==> src/rtl/trig_gate_timer.sv <==
// rtl/trig_gate_timer.sv - trigger-to-gate delay/width/holdoff timer; optional retrigger via TRIG_GATE_TIMER_RETRIG_EN
module trig_gate_timer #(
  parameter int CNT_W = 16
) (
  input  logic             Clk,
  input  logic             Reset,
  input  logic             ext_trig,
  input  logic             sw_trig,
  input  logic             enable,
  input  logic             auto_rearm,
  input  logic [CNT_W-1:0] delay_cycles,
  input  logic [CNT_W-1:0] width_cycles,
  input  logic [CNT_W-1:0] holdoff_cycles,
  output logic             gate_en,
  output logic             armed,
  output logic             busy,
  output logic [CNT_W-1:0] trig_count
);

  localparam logic [CNT_W-1:0] CNT_ONE = CNT_W'(1);

  typedef enum logic [2:0] {
    S_IDLE,
    S_ARMED,
    S_DELAY,
    S_OPEN,
    S_HOLDOFF,
    S_DONE
  } state_t;

  state_t           state;
  state_t           state_nxt;
  logic             ext_q;
  logic             sw_q;
  logic [CNT_W-1:0] d_lat;
  logic [CNT_W-1:0] w_lat;
  logic [CNT_W-1:0] h_lat;
  logic [CNT_W-1:0] cnt;
  logic [CNT_W-1:0] cnt_nxt;
  logic             trig_evt;
  logic             accept;
  logic             retrig;

  // Either trigger source rising counts as a single event.
  assign trig_evt = (ext_trig & ~ext_q) | (sw_trig & ~sw_q);

  // Next state and phase counter; cnt is the 1-based cycle index within the
  // current timed phase, and zero-length phases are skipped when chaining.
  always_comb begin
    state_nxt = state;
    cnt_nxt   = cnt;
    accept    = 1'b0;
    retrig    = 1'b0;
    if (!enable) begin
      state_nxt = S_IDLE;
      cnt_nxt   = '0;
    end else begin
      case (state)
        S_IDLE: state_nxt = S_ARMED;
        S_ARMED: begin
          if (trig_evt) begin
            accept  = 1'b1;
            cnt_nxt = CNT_ONE;
            if (delay_cycles != '0)        state_nxt = S_DELAY;
            else if (width_cycles != '0)   state_nxt = S_OPEN;
            else if (holdoff_cycles != '0) state_nxt = S_HOLDOFF;
            else                           state_nxt = auto_rearm ? S_ARMED : S_DONE;
          end
        end
        S_DELAY: begin
          if (cnt != d_lat) begin
            cnt_nxt = cnt + CNT_ONE;
          end else begin
            cnt_nxt = CNT_ONE;
            if (w_lat != '0)      state_nxt = S_OPEN;
            else if (h_lat != '0) state_nxt = S_HOLDOFF;
            else                  state_nxt = auto_rearm ? S_ARMED : S_DONE;
          end
        end
        S_OPEN: begin
`ifdef TRIG_GATE_TIMER_RETRIG_EN
          retrig = trig_evt;
`endif
          if (retrig) begin
            cnt_nxt = CNT_ONE;
          end else if (cnt != w_lat) begin
            cnt_nxt = cnt + CNT_ONE;
          end else begin
            cnt_nxt = CNT_ONE;
            if (h_lat != '0) state_nxt = S_HOLDOFF;
            else             state_nxt = auto_rearm ? S_ARMED : S_DONE;
          end
        end
        S_HOLDOFF: begin
          if (cnt != h_lat) cnt_nxt = cnt + CNT_ONE;
          else              state_nxt = auto_rearm ? S_ARMED : S_DONE;
        end
        S_DONE:  state_nxt = S_DONE;
        default: state_nxt = S_IDLE;
      endcase
    end
  end

  // State, trigger history, latched timing, trigger count and status flags;
  // gate_en and busy show the phase held during the previous cycle.
  always_ff @(posedge Clk) begin
    if (Reset) begin
      state      <= S_IDLE;
      cnt        <= '0;
      ext_q      <= 1'b0;
      sw_q       <= 1'b0;
      d_lat      <= '0;
      w_lat      <= '0;
      h_lat      <= '0;
      trig_count <= '0;
      gate_en    <= 1'b0;
      armed      <= 1'b0;
      busy       <= 1'b0;
    end else begin
      state <= state_nxt;
      cnt   <= cnt_nxt;
      ext_q <= ext_trig;
      sw_q  <= sw_trig;
      if (accept) begin
        d_lat <= delay_cycles;
        w_lat <= width_cycles;
        h_lat <= holdoff_cycles;
      end
      if (accept || retrig) trig_count <= trig_count + CNT_ONE;
      armed   <= (state_nxt == S_ARMED);
      gate_en <= enable && (state == S_OPEN);
      busy    <= enable && ((state == S_DELAY) || (state == S_OPEN) || (state == S_HOLDOFF));
    end
  end

endmodule

==> config.mk <==
export PLATFORM = sky130hd
export DESIGN_NAME = trig_gate_timer
export DESIGN_NICKNAME = d
export VERILOG_FILES = /design/src/rtl/trig_gate_timer.sv
export SDC_FILE = /design/constraint.sdc
export NUM_CORES = 1
export LEC_CHECK = 0
export ABC_CLOCK_PERIOD_IN_PS = 1900
export BUFFER_PORTS_ARGS = -buffer_cell sky130_fd_sc_hd__buf_2
export CAP_MARGIN = 0
export CORE_MARGIN = 1.5
export CORE_UTILIZATION = 51
export CTS_CLUSTER_DIAMETER = 150
export DETAILED_ROUTE_END_ITERATION = 6
export GPL_ROUTABILITY_DRIVEN = 0
export PLACE_DENSITY = 0.85
export SLEW_MARGIN = 20
export SYNTH_ARGS = -nofsm -noshare
export SYNTH_HDL_FRONTEND = slang
export SYNTH_SLANG_ARGS = --single-unit
==> constraint.sdc <==
create_clock -name Clk -period 1.9 [get_ports Clk]
set_input_delay 0.57 -clock Clk [delete_from_list [all_inputs] [get_ports Clk]]
set_output_delay 0.57 -clock Clk [all_outputs]
set_load 0.02 [all_outputs]
==> impl_metrics.csv, run 1 <==
group,metric,value,unit
route,drt_iter0_markers,730,
finish,area_growth,47.5,%
grt,grt_pass1_wl,23.0,mm
power_and_ir_drop,pwr-share-comb,18.2,%
logic_synthesis,synth_top_family_by_area,"simple AND/OR/NAND/NOR gates",
sta,rsz0062_at_grt,"yes",
grt,grt_usage,33.0,%
sta,fin_ws,-356,ps
placement,dp_slack,-389,ps
logic_synthesis,synth_fa_ha_area_share,0.571,%
logic_synthesis,synthMuxAreaShare,0.229,%
route,drc,0,
clock_tree,cts_tree,"built",
floorplan,start_util,53.0,%
critical_path,r2r-end,"cnt[14]",
route,vias,5219,
sta,fin_setup_tns,-4600,ps
floorplan,core-area,8260,um2
logic_synthesis,ys_ff_latch,88,
power_and_ir_drop,p_sw_share,30.0,%
logic_synthesis,ys_types,50,
sta,timing.hold.ws,445,ps
placement,dp_hpwl,9.23,mm
clock_tree,h-tree-depth,3,
power_and_ir_drop,clockPowerShare,35.1,%
sta,slew_viol_final,0,
sta,fin_skew,18.6,ps
logic_synthesis,yosys.area_share.simple,27.7,%
critical_path,critPathKind,"reg -> reg",
sta,finalSetupViolCount,20,
clock_tree,insertion_delay,390,ps
clock_tree,hold_buffers,0,
critical_path,arrival,2600,ps
sta,fin_crit_sh,119,%
worst_hold_path,min_from,"delay_cycles[3]",
critical_path,cpMaxStageDelayCell,"or4b_1",
floorplan,die_h,95.7,um
logic_synthesis,synth_compound_area_share,12.1,%
power_and_ir_drop,p_per_area,633,nW/um2
run_status,status,"finished with violations",
finish,seqCellArea,1800,um2
route,wl,17.6,mm
floorplan,ios,73,
finish,drive_gt1_share,43.2,%
logic_synthesis,synth.avg_cell_area,8.12,um2
grt,grt_overflow,0,
logic_synthesis,async_reset_ff_share,0,%
grt,grt_max_degree,67,
clock_tree,clock_path_buffers,2,
finish,finish.utilization,78.2,%
placement,io_buffer_count,72,
critical_path,worstRegToRegCells,10,
critical_path,cp_cell_sequence,"buf_4 -> buf_4 -> xnor2_2 -> nand4_2 -> nor4_4 -> buf_6 -> a221oi_4 -> o21ai_2 -> or4b_1 -> a21bo_1",
critical_path,start_kind,"flip-flop",
worst_hold_path,worstHoldEndpoint,"d_lat[3]",
power_and_ir_drop,p_switching,0.00123,W
route,drt-wirelength-per-cell,21.3,um
logic_synthesis,synth-xor-area-share,14.0,%
critical_path,reg2reg_setup_slack,-360,ps
logic_synthesis,synth_flop_cell,"dfxtp_1",
critical_path,cp_common_cell,"buf_4",
placement,placed_cell_area,5580,um2
critical_path,end_kind,"flip-flop",
finish,fin_area,6460,um2
critical_path,crit_path_max_fanout,3,
finish,nFillCells,445,
run,drv_cap,0,
clock_tree,cts_buffers,9,
grt,grt_pass1_vias,4658,
critical_path,worstPathRequired,2240,ps
finish,nNetsFinal,774,
sta,hold_viol,0,
route,route.antenna.remaining_nets,0,
critical_path,crit_path_max_incr_delay,530,ps
clock_tree,cts.sinks,88,
floorplan,die_area,9150,um2
floorplan,die_w,95.7,um
clock_tree,clkTransAtPathRegs,110,ps
logic_synthesis,synthCells,539,
power_and_ir_drop,p_leak,2.48,nW
power_and_ir_drop,max-vdd-ir-drop,0.480,mV
logic_synthesis,synth_area,4380,um2
critical_path,r2r-start,"cnt[3]",
run_status,violations,"negative setup slack",
logic_synthesis,yosys_warnings,0,
finish,antenna_cells,0,
logic_synthesis,synth_seq_area_share,40.2,%
logic_synthesis,synthesis.nets,595,
route,drt-pass1-iter-count,6,
grt,antenna_found_initial,0,
power_and_ir_drop,power_frac_seq,46.7,%
worst_hold_path,worstHoldPathCells,3,
sta,finalCriticalPeriod,2260,ps
sta,max_freq,443,MHz
sta,tightestPinTransition,687,ps
worst_hold_path,hp-class,"in -> reg",
power_and_ir_drop,internal-power,0.00287,W
finish,multi_input_area,2820,um2
floorplan,rows,33,
route,avgViaCountPerCell,6.30,
sta,timing.slew.headroom,54.2,%
clock_tree,cts-root-buf,"clkbuf_8",
logic_synthesis,synth-edff-count,0,
registers in the layout, indices dropped and copies added (netlist names):
name        cells
d_lat          16
trig_count     16
armed           1
sw_q            1
h_lat          16
ext_q           1
w_lat          16
busy            1
state           3
cnt            16
gate_en         1
critical path, delay by kind of cell, from the launching register on:
| kind | cells | cell delay (ps) |
|---|---|---|
| compound gates | 3 | 660 |
| xor+xnor | 1 | 130 |
| buf+inv | 3 | 390 |
| flops | 1 | 340 |
| simple gates | 3 | 690 |
final cells by class:
cell class	instances	share of cell area, %
Multi-Input combinational cell	407	43.7
Sequential cell	88	27.8
Timing Repair Buffer	206	22.9
Tap cell	105	2.03
Clock buffer	9	1.92
Clock inverter	7	1.30
Inverter	6	0.349
synth_stat cells (all sizes together) (3+ instances only):
| cell | number | share of area (%) |
|---|---|---|
| clkbuf | 17 | 1.5 |
| nand4 | 24 | 3.9 |
| nor2b | 8 | 1.1 |
| nor4 | 22 | 3.8 |
| nor3 | 7 | 1.0 |
| or3 | 3 | 0.43 |
| o21ai | 14 | 1.9 |
| a21oi | 57 | 6.5 |
| nand2 | 116 | 9.9 |
| inv | 6 | 0.51 |
| nor2 | 35 | 3.0 |
| dfxtp | 88 | 40 |
| xnor2 | 50 | 10 |
| buf | 21 | 3.3 |
| and3 | 5 | 0.71 |
| xor2 | 19 | 3.8 |
| a31oi | 3 | 0.43 |
| nand3 | 14 | 1.6 |
cells by family after synthesis:
| group | Yosys count |
|---|---|
| AO/OA/AOI/OAI | 89 |
| XOR/XNOR | 69 |
| adder cells (fa/ha/maj) | 2 |
| buffers and inverters | 44 |
| flip-flops | 88 |
| multiplexers | 1 |
| AND/OR/NAND/NOR | 246 |
power groups by stage:
stage | combinational (W) | clock [W] | sequential [W]
6_report | 0.000746 | 0.00144 | 0.00191
4_1_cts | 0.000585 | 0.00140 | 0.00191
5_1_grt | 0.000775 | 0.00150 | 0.00191
3_5_place_dp | 0.000522 | 0 | 0.00195
2_1_floorplan | 0.000255 | 0 | 0.00195
3_3_place_gp | 0.000501 | 0 | 0.00195
cells in the final DEF (no fill, tap or decap), drive strengths merged, types with 2 or more instances in the layout:
master and n:
or3 3, a21oi 57, nand3 14, dfxtp 88, and3 5, or2 2, nor2 35, nand4 24
and4 2, o211ai 2, a31oi 3, clkbuf 10, nand2 116, nand2b 2, ha 2, o22ai 2
nor3 7, xor2 19, inv 11, nor4b 2, xnor2 50, a2111oi 2, nor2b 8, o21ai 14
nor4 22, buf 205
what timing repair did:
item / in CTS / in global routing
cloned: 0 / 2
gates resized for setup: 50 / 54
setup buffers: 11 / 13
endpoints found under the setup margin: 21 / 26
pin swaps: 21 / 34
hold endpoints to repair: 0 / 0
layer usage:
| metal | global-route usage, % | wire, um | vias to the layer above | part of all wire [%] |
|---|---|---|---|---|
| li1 | - | - | 2208 | - |
| met3 | 7.10 | 1880 | 174 | 11 |
| met5 | 0 | 0 | - | 0 |
| met1 | 38.0 | 6090 | 2371 | 35 |
| met4 | 22.1 | 1360 | 0 | 7.7 |
| met2 | 54.4 | 8290 | 466 | 47 |
metrics by stage:
step,power [W],instances
floorplan,0.00220,539
global placement,0.00245,787
detailed placement,0.00247,787
CTS,0.00389,813
global route,0.00419,828
finish,0.00409,828
worst max path at each step:
| stage | start | to |
|---|---|---|
| after CTS | cnt[0] | cnt[7] |
| after floorplan | sw_trig | cnt[14] |
| after global placement | delay_cycles[2] | armed |
| after global routing | cnt[13] | armed |
| final | cnt[3] | cnt[14] |
| after detailed placement | holdoff_cycles[3] | armed |
(Power assumes the default switching activity.)
==> inputs of run 2 (changes only) <==
--- a/config.mk
+++ b/config.mk
@@ -6,7 +6,7 @@
 export NUM_CORES = 1
 export LEC_CHECK = 0
 export ABC_CLOCK_PERIOD_IN_PS = 1900
-export BUFFER_PORTS_ARGS = -buffer_cell sky130_fd_sc_hd__buf_2
+export BUFFER_PORTS_ARGS = -buffer_cell sky130_fd_sc_hd__clkbuf_2
 export CAP_MARGIN = 0
 export CORE_MARGIN = 1.5
 export CORE_UTILIZATION = 51
==> run 2 against run 1 <==
The flow still finishes with violations (negative setup slack). Combinational power is 12% lower. Cell count down 0.72%. Die area unchanged. Sequential share of layout area up 0.96 points. Critical path depth fell by 1. Critical path type unchanged. Via count is 3.9% lower. Global-route usage is 0.57 points higher.
==> impl_metrics.csv, run 2 (synthesized netlist as in run 1, its figures left out) <==
group,metric,value,unit
route,route.antenna.remaining_nets,0,
route,wl,16.1,mm
sta,tightestPinTransition,675,ps
critical_path,cp_cell_sequence,"xnor2_1 -> nand4_2 -> nor4_4 -> buf_4 -> a22oi_2 -> o211ai_1 -> buf_4 -> buf_4 -> a21oi_2",
sta,timing.hold.ws,429,ps
grt,grt_pass1_vias,4755,
critical_path,crit_path_max_incr_delay,480,ps
sta,fin_skew,10.8,ps
finish,layout_commonest_cell,"buf_4",
run,drv_cap,0,
grt,grt_overflow,0,
critical_path,end_kind,"flip-flop",
route,avgViaCountPerCell,6.10,
grt,grt_usage,33.5,%
finish,antenna_cells,0,
floorplan,die_w,95.7,um
power_and_ir_drop,max-vdd-ir-drop,0.516,mV
finish,mostFrequentLayoutCells,"120 x buf_4, 114 x nand2_1, 73 x dfxtp_1, 72 x clkbuf_2, 55 x a21oi_1",
grt,grt_pass1_wl,23.0,mm
sta,slew_viol_final,0,
placement,io_buffer_count,72,
power_and_ir_drop,p_leak,2.44,nW
route,drc,0,
grt,grt_max_degree,67,
sta,max_freq,423,MHz
floorplan,rows,33,
power_and_ir_drop,p_per_area,657,nW/um2
sta,finalCriticalPeriod,2360,ps
run_status,status,"finished with violations",
sta,fin_crit_sh,124,%
clock_tree,cts-root-buf,"clkbuf_8",
clock_tree,insertion_delay,380,ps
route,drt_iter0_markers,600,
critical_path,arrival,2620,ps
critical_path,critPathKind,"reg -> reg",
clock_tree,cts.sinks,88,
critical_path,cpMaxStageDelayCell,"dfxtp_2",
floorplan,die_h,95.7,um
clock_tree,hold_buffers,0,
sta,hold_viol,0,
clock_tree,h-tree-depth,3,
finish,area_growth,42.0,%
sta,rsz0062_at_grt,"yes",
sta,timing.slew.headroom,55.0,%
grt,antenna_found_initial,0,
placement,dp_hpwl,9.58,mm
floorplan,start_util,53.0,%
clock_tree,clkTransAtPathRegs,100,ps
placement,placed_cell_area,5580,um2
critical_path,start_kind,"flip-flop",
finish,drive_gt1_share,39.7,%
finish,nFillCells,463,
critical_path,cp_common_cell,"buf_4",
route,drt-pass1-iter-count,6,
sta,fin_ws,-462,ps
run_status,violations,"negative setup slack",
sta,finalSetupViolCount,20,
floorplan,core-area,8260,um2
route,drt-wirelength-per-cell,19.6,um
clock_tree,cts_buffers,9,
finish,finish.utilization,75.3,%
floorplan,ios,73,
route,vias,5018,
clock_tree,clock_path_buffers,2,
finish,nNetsFinal,768,
clock_tree,cts_tree,"built",
floorplan,die_area,9150,um2
finish,fin_area,6220,um2
critical_path,crit_path_max_fanout,6,
placement,dp_slack,-428,ps
sta,fin_setup_tns,-7210,ps
worst_hold_path,hp-class,"in -> reg",
critical_path,worstPathRequired,2160,ps
-- run 2: cell count changes in the layout (fill, tap and decap cells not counted), sizes merged --
cell | before | now
clkinvlp | 1 | 0
clkbuf | 10 | 81
buf | 205 | 128
bufinv | 1 | 2
inv | 11 | 8
clkinv | 0 | 3
-- run 2: metrics by stage --
stage	instances	total power, W
after global placement	791	0.00244
after floorplan	539	0.00220
after global routing	822	0.00418
after CTS	817	0.00399
final	822	0.00408
after detailed placement	791	0.00247
-- run 2: cell type report --
| type | instances | area [um2] | share of cell area (%) |
|---|---|---|---|
| multi-input combinational | 407 | 2690 | 43.2 |
| sequential | 88 | 1790 | 28.8 |
| timing repair buffer | 200 | 1360 | 21.9 |
| tap | 105 | 131 | 2.11 |
| clock buffer | 9 | 124 | 1.99 |
| clock inverter | 7 | 104 | 1.67 |
| inverter | 6 | 22.5 | 0.362 |
-- run 2: repair_timing --
item / in CTS / in global routing
cloned: 1 / 1
buffers inserted: 9 / 4
resized for setup: 39 / 40
pin swaps: 25 / 29
setup endpoints to repair: 21 / 28
-- run 2: per-layer routing --
metal	vias up	wire [um]	global-route usage (%)
met2	360	7720	56.5
met3	125	1480	7.34
met5	-	0	0
met1	2340	5670	37.9
li1	2193	-	-
met4	0	1230	21.8
-- run 2: where the power goes --
part	total (W)	internal (W)	leakage (nW)	switching, W
registers	0.00191	0.00187	0.720	0.0000414
logic	0.000659	0.000316	1.60	0.000342
clock network	0.00151	0.000757	0.114	0.000754
-- run 2: worst max-delay path, delay by kind of cell (launching register included) --
kind,cells,cell delay [ps]
flip-flops,1,480
buffers and inverters,3,530
AO/OA/AOI/OAI,3,390
AND/OR/NAND/NOR,2,630
XOR/XNOR,1,200
-- run 2: path summary, 6_finish.rpt --
kind	from	to	slack, ps	cells after the start
worst min-delay path	delay_cycles[3]	d_lat[3]	430	3
worst min register to register	d_lat[6]	d_lat[6]	480	2
worst max-delay path	cnt[7]	cnt[6]	-460	9
worst max register to register	cnt[7]	cnt[6]	-460	9
==> inputs of run 3 (changes only) <==
==> config.mk (replaced) <==
export PLATFORM = sky130hd
export DESIGN_NAME = trig_gate_timer
export DESIGN_NICKNAME = d
export VERILOG_FILES = /design/src/rtl/trig_gate_timer.sv
export SDC_FILE = /design/constraint.sdc
export NUM_CORES = 1
export LEC_CHECK = 0
export ABC_CLOCK_PERIOD_IN_PS = 2700
export BUFFER_PORTS_ARGS = -buffer_cell sky130_fd_sc_hd__clkbuf_2
export CAP_MARGIN = 0
export CORE_MARGIN = 1.5
export CORE_UTILIZATION = 56
export CTS_CLUSTER_DIAMETER = 150
export DETAILED_ROUTE_END_ITERATION = 6
export GPL_ROUTABILITY_DRIVEN = 0
export HOLD_SLACK_MARGIN = 0.06
export PLACE_DENSITY = 0.88
export SLEW_MARGIN = 20
export SYNTH_ARGS = -nofsm -noshare
export SYNTH_HDL_FRONTEND = slang
export SYNTH_SLANG_ARGS = --single-unit
export TNS_END_PERCENT = 1
==> constraint.sdc (replaced) <==
create_clock -name Clk -period 2.7 [get_ports Clk]
set_input_delay 0.81 -clock Clk [delete_from_list [all_inputs] [get_ports Clk]]
set_output_delay 0.81 -clock Clk [all_outputs]
set_load 0.02 [all_outputs]
==> run 3 against run 2 <==
The flow now finishes without violations. Register-to-register slack better by 780 ps. Setup slack better by 780 ps. Design area is 21% lower. Combinational power is 58% lower. Cell count is 15% lower. Die area is 8.7% lower. Sequential cell count stayed put. Critical path depth is 2 lower. Sequential share of layout area is 6.9 points higher. Sequential power is 29% lower. Critical path type unchanged.
==> impl_metrics.csv, run 3 (synthesized netlist as in run 1, its figures left out) <==
group,metric,value,unit
worst_hold_path,worstHoldPathCells,2,
sta,slew_viol_final,0,
power_and_ir_drop,p_leak,1.75,nW
floorplan,ios,73,
grt,grt_pass1_wl,18.1,mm
power_and_ir_drop,max-vdd-ir-drop,0.330,mV
floorplan,die_w,91.4,um
critical_path,arrival,2630,ps
power_and_ir_drop,pwr-share-comb,10.9,%
floorplan,die_h,91.4,um
floorplan,start_util,57.3,%
clock_tree,hold_buffers,0,
critical_path,end_kind,"flip-flop",
sta,hold_viol,0,
floorplan,die_area,8360,um2
run_status,status,"finished, final reports clean",
floorplan,rows,32,
power_and_ir_drop,p_switching,0.000650,W
sta,finalSetupViolCount,0,
clock_tree,cts_setup_buffers,0,
clock_tree,clock_path_buffers,2,
clock_tree,cts_tree,"built",
route,drt-wirelength-per-cell,15.4,um
route,vias,4106,
route,avgViaCountPerCell,5.87,
finish,fin_area,4940,um2
power_and_ir_drop,p_per_area,514,nW/um2
grt,grt_overflow,0,
sta,max_freq,420,MHz
sta,fin_setup_tns,0,ps
grt,use_met3,6.11,%
sta,fin_crit_sh,88.2,%
clock_tree,h-tree-depth,3,
placement,dp_hpwl,7.84,mm
clock_tree,insertion_delay,360,ps
placement,io_buffer_count,72,
route,drt_iter0_markers,286,
finish,nNetsFinal,649,
critical_path,start_kind,"flip-flop",
clock_tree,clkTransAtPathRegs,90,ps
finish,drive_gt1_share,18.4,%
route,drc,0,
clock_tree,cts-root-buf,"clkbuf_8",
placement,placed_cell_area,4740,um2
sta,finalCriticalPeriod,2380,ps
grt,grt_pass1_vias,3936,
grt,use_met2,44.5,%
run,drv_cap,0,
clock_tree,cts_resized,0,
route,wl,10.8,mm
power_and_ir_drop,internal-power,0.00189,W
sta,fin_skew,8.52,ps
power_and_ir_drop,clockPowerShare,36.1,%
power_and_ir_drop,finalPower,0.00254,W
finish,mostFrequentLayoutCells,"116 x nand2_1, 88 x dfxtp_1, 72 x clkbuf_2, 57 x a21oi_1, 49 x xnor2_1",
sta,timing.slew.headroom,55.8,%
clock_tree,cts.sinks,88,
finish,nFillCells,633,
grt,grt_usage,27.5,%
critical_path,crit_path_max_fanout,8,
critical_path,worstPathRequired,2950,ps
route,route.antenna.remaining_nets,0,
finish,layout_commonest_cell,"nand2_1",
grt,busiest_layer,"met2",
floorplan,core-area,7650,um2
grt,antenna_found_initial,0,
power_and_ir_drop,power_frac_seq,53.0,%
sta,tightestPinTransition,663,ps
clock_tree,cts_buffers,9,
worst_hold_path,hp-class,"reg -> reg",
grt,grt_max_degree,67,
route,drt-pass1-iter-count,5,
critical_path,worstRegToRegCells,7,
sta,rsz0062_at_grt,"no",
critical_path,critPathKind,"reg -> reg",
finish,area_growth,12.8,%
grt,gr-usage-met1,33.0,%
power_and_ir_drop,p_sw_share,25.6,%
finish,antenna_cells,0,
-- run 3: changes by cell type in the layout (fill, tap and decap cells not counted), sizes merged --
cell,change
clkinvlp,+1
buf,-119
clkbuf,+2
inv,-2
bufinv,-1
-- run 3: area by class of cell --
cell class / count / area [um2] / share of cell area [%]
Clock buffer: 11 / 141 / 2.86
Clock inverter: 5 / 56.3 / 1.14
Inverter: 6 / 22.5 / 0.456
Multi-Input combinational cell: 407 / 2390 / 48.4
Sequential cell: 88 / 1760 / 35.7
Tap cell: 102 / 128 / 2.58
Timing Repair Buffer: 81 / 440 / 8.92
-- run 3: final timing paths --
check / from / endpoint / slack, ps
worst max-delay path: cnt[3] / cnt[7] / 320
worst min-delay path: d_lat[7] / d_lat[7] / 480
worst max register to register: cnt[3] / cnt[7] / 320
worst min register to register: d_lat[7] / d_lat[7] / 480
-- run 3: through the flow --
stage | worst slack, ps | instances | hold WS (ps) | utilization (%)
after global placement | 278 | 684 | 458 | 62.0
after global routing | 165 | 700 | 501 | 64.6
final | 318 | 700 | 476 | 64.6
after detailed placement | 110 | 684 | 463 | 62.0
after CTS | 341 | 700 | 476 | 64.6
after floorplan | 466 | 539 | 448 | -
-- run 3: routing by layer --
layer | vias to the layer above | wire (um)
met5 | - | 0
met4 | 0 | 366
met3 | 41 | 806
met2 | 175 | 5230
met1 | 1941 | 4390
li1 | 1949 | -
-- run 3: power by group through the flow --
stage | Combinational (W) | Sequential (W) | Clock (W)
floorplan | 0.000178 | 0.00137 | 0
global route | 0.000301 | 0.00135 | 0.000973
detailed placement | 0.000270 | 0.00138 | 0
global placement | 0.000261 | 0.00137 | 0
finish | 0.000275 | 0.00135 | 0.000916
CTS | 0.000271 | 0.00135 | 0.000924
-- run 3: critical path, stage by stage (launching register included) --
cell and delay (ps):
dfxtp_1 620, xnor2_1 200, nand4_2 130, nor4_4 440, a221oi_2 150, or2_4 290
a2111oi_2 360, nor3_1 90
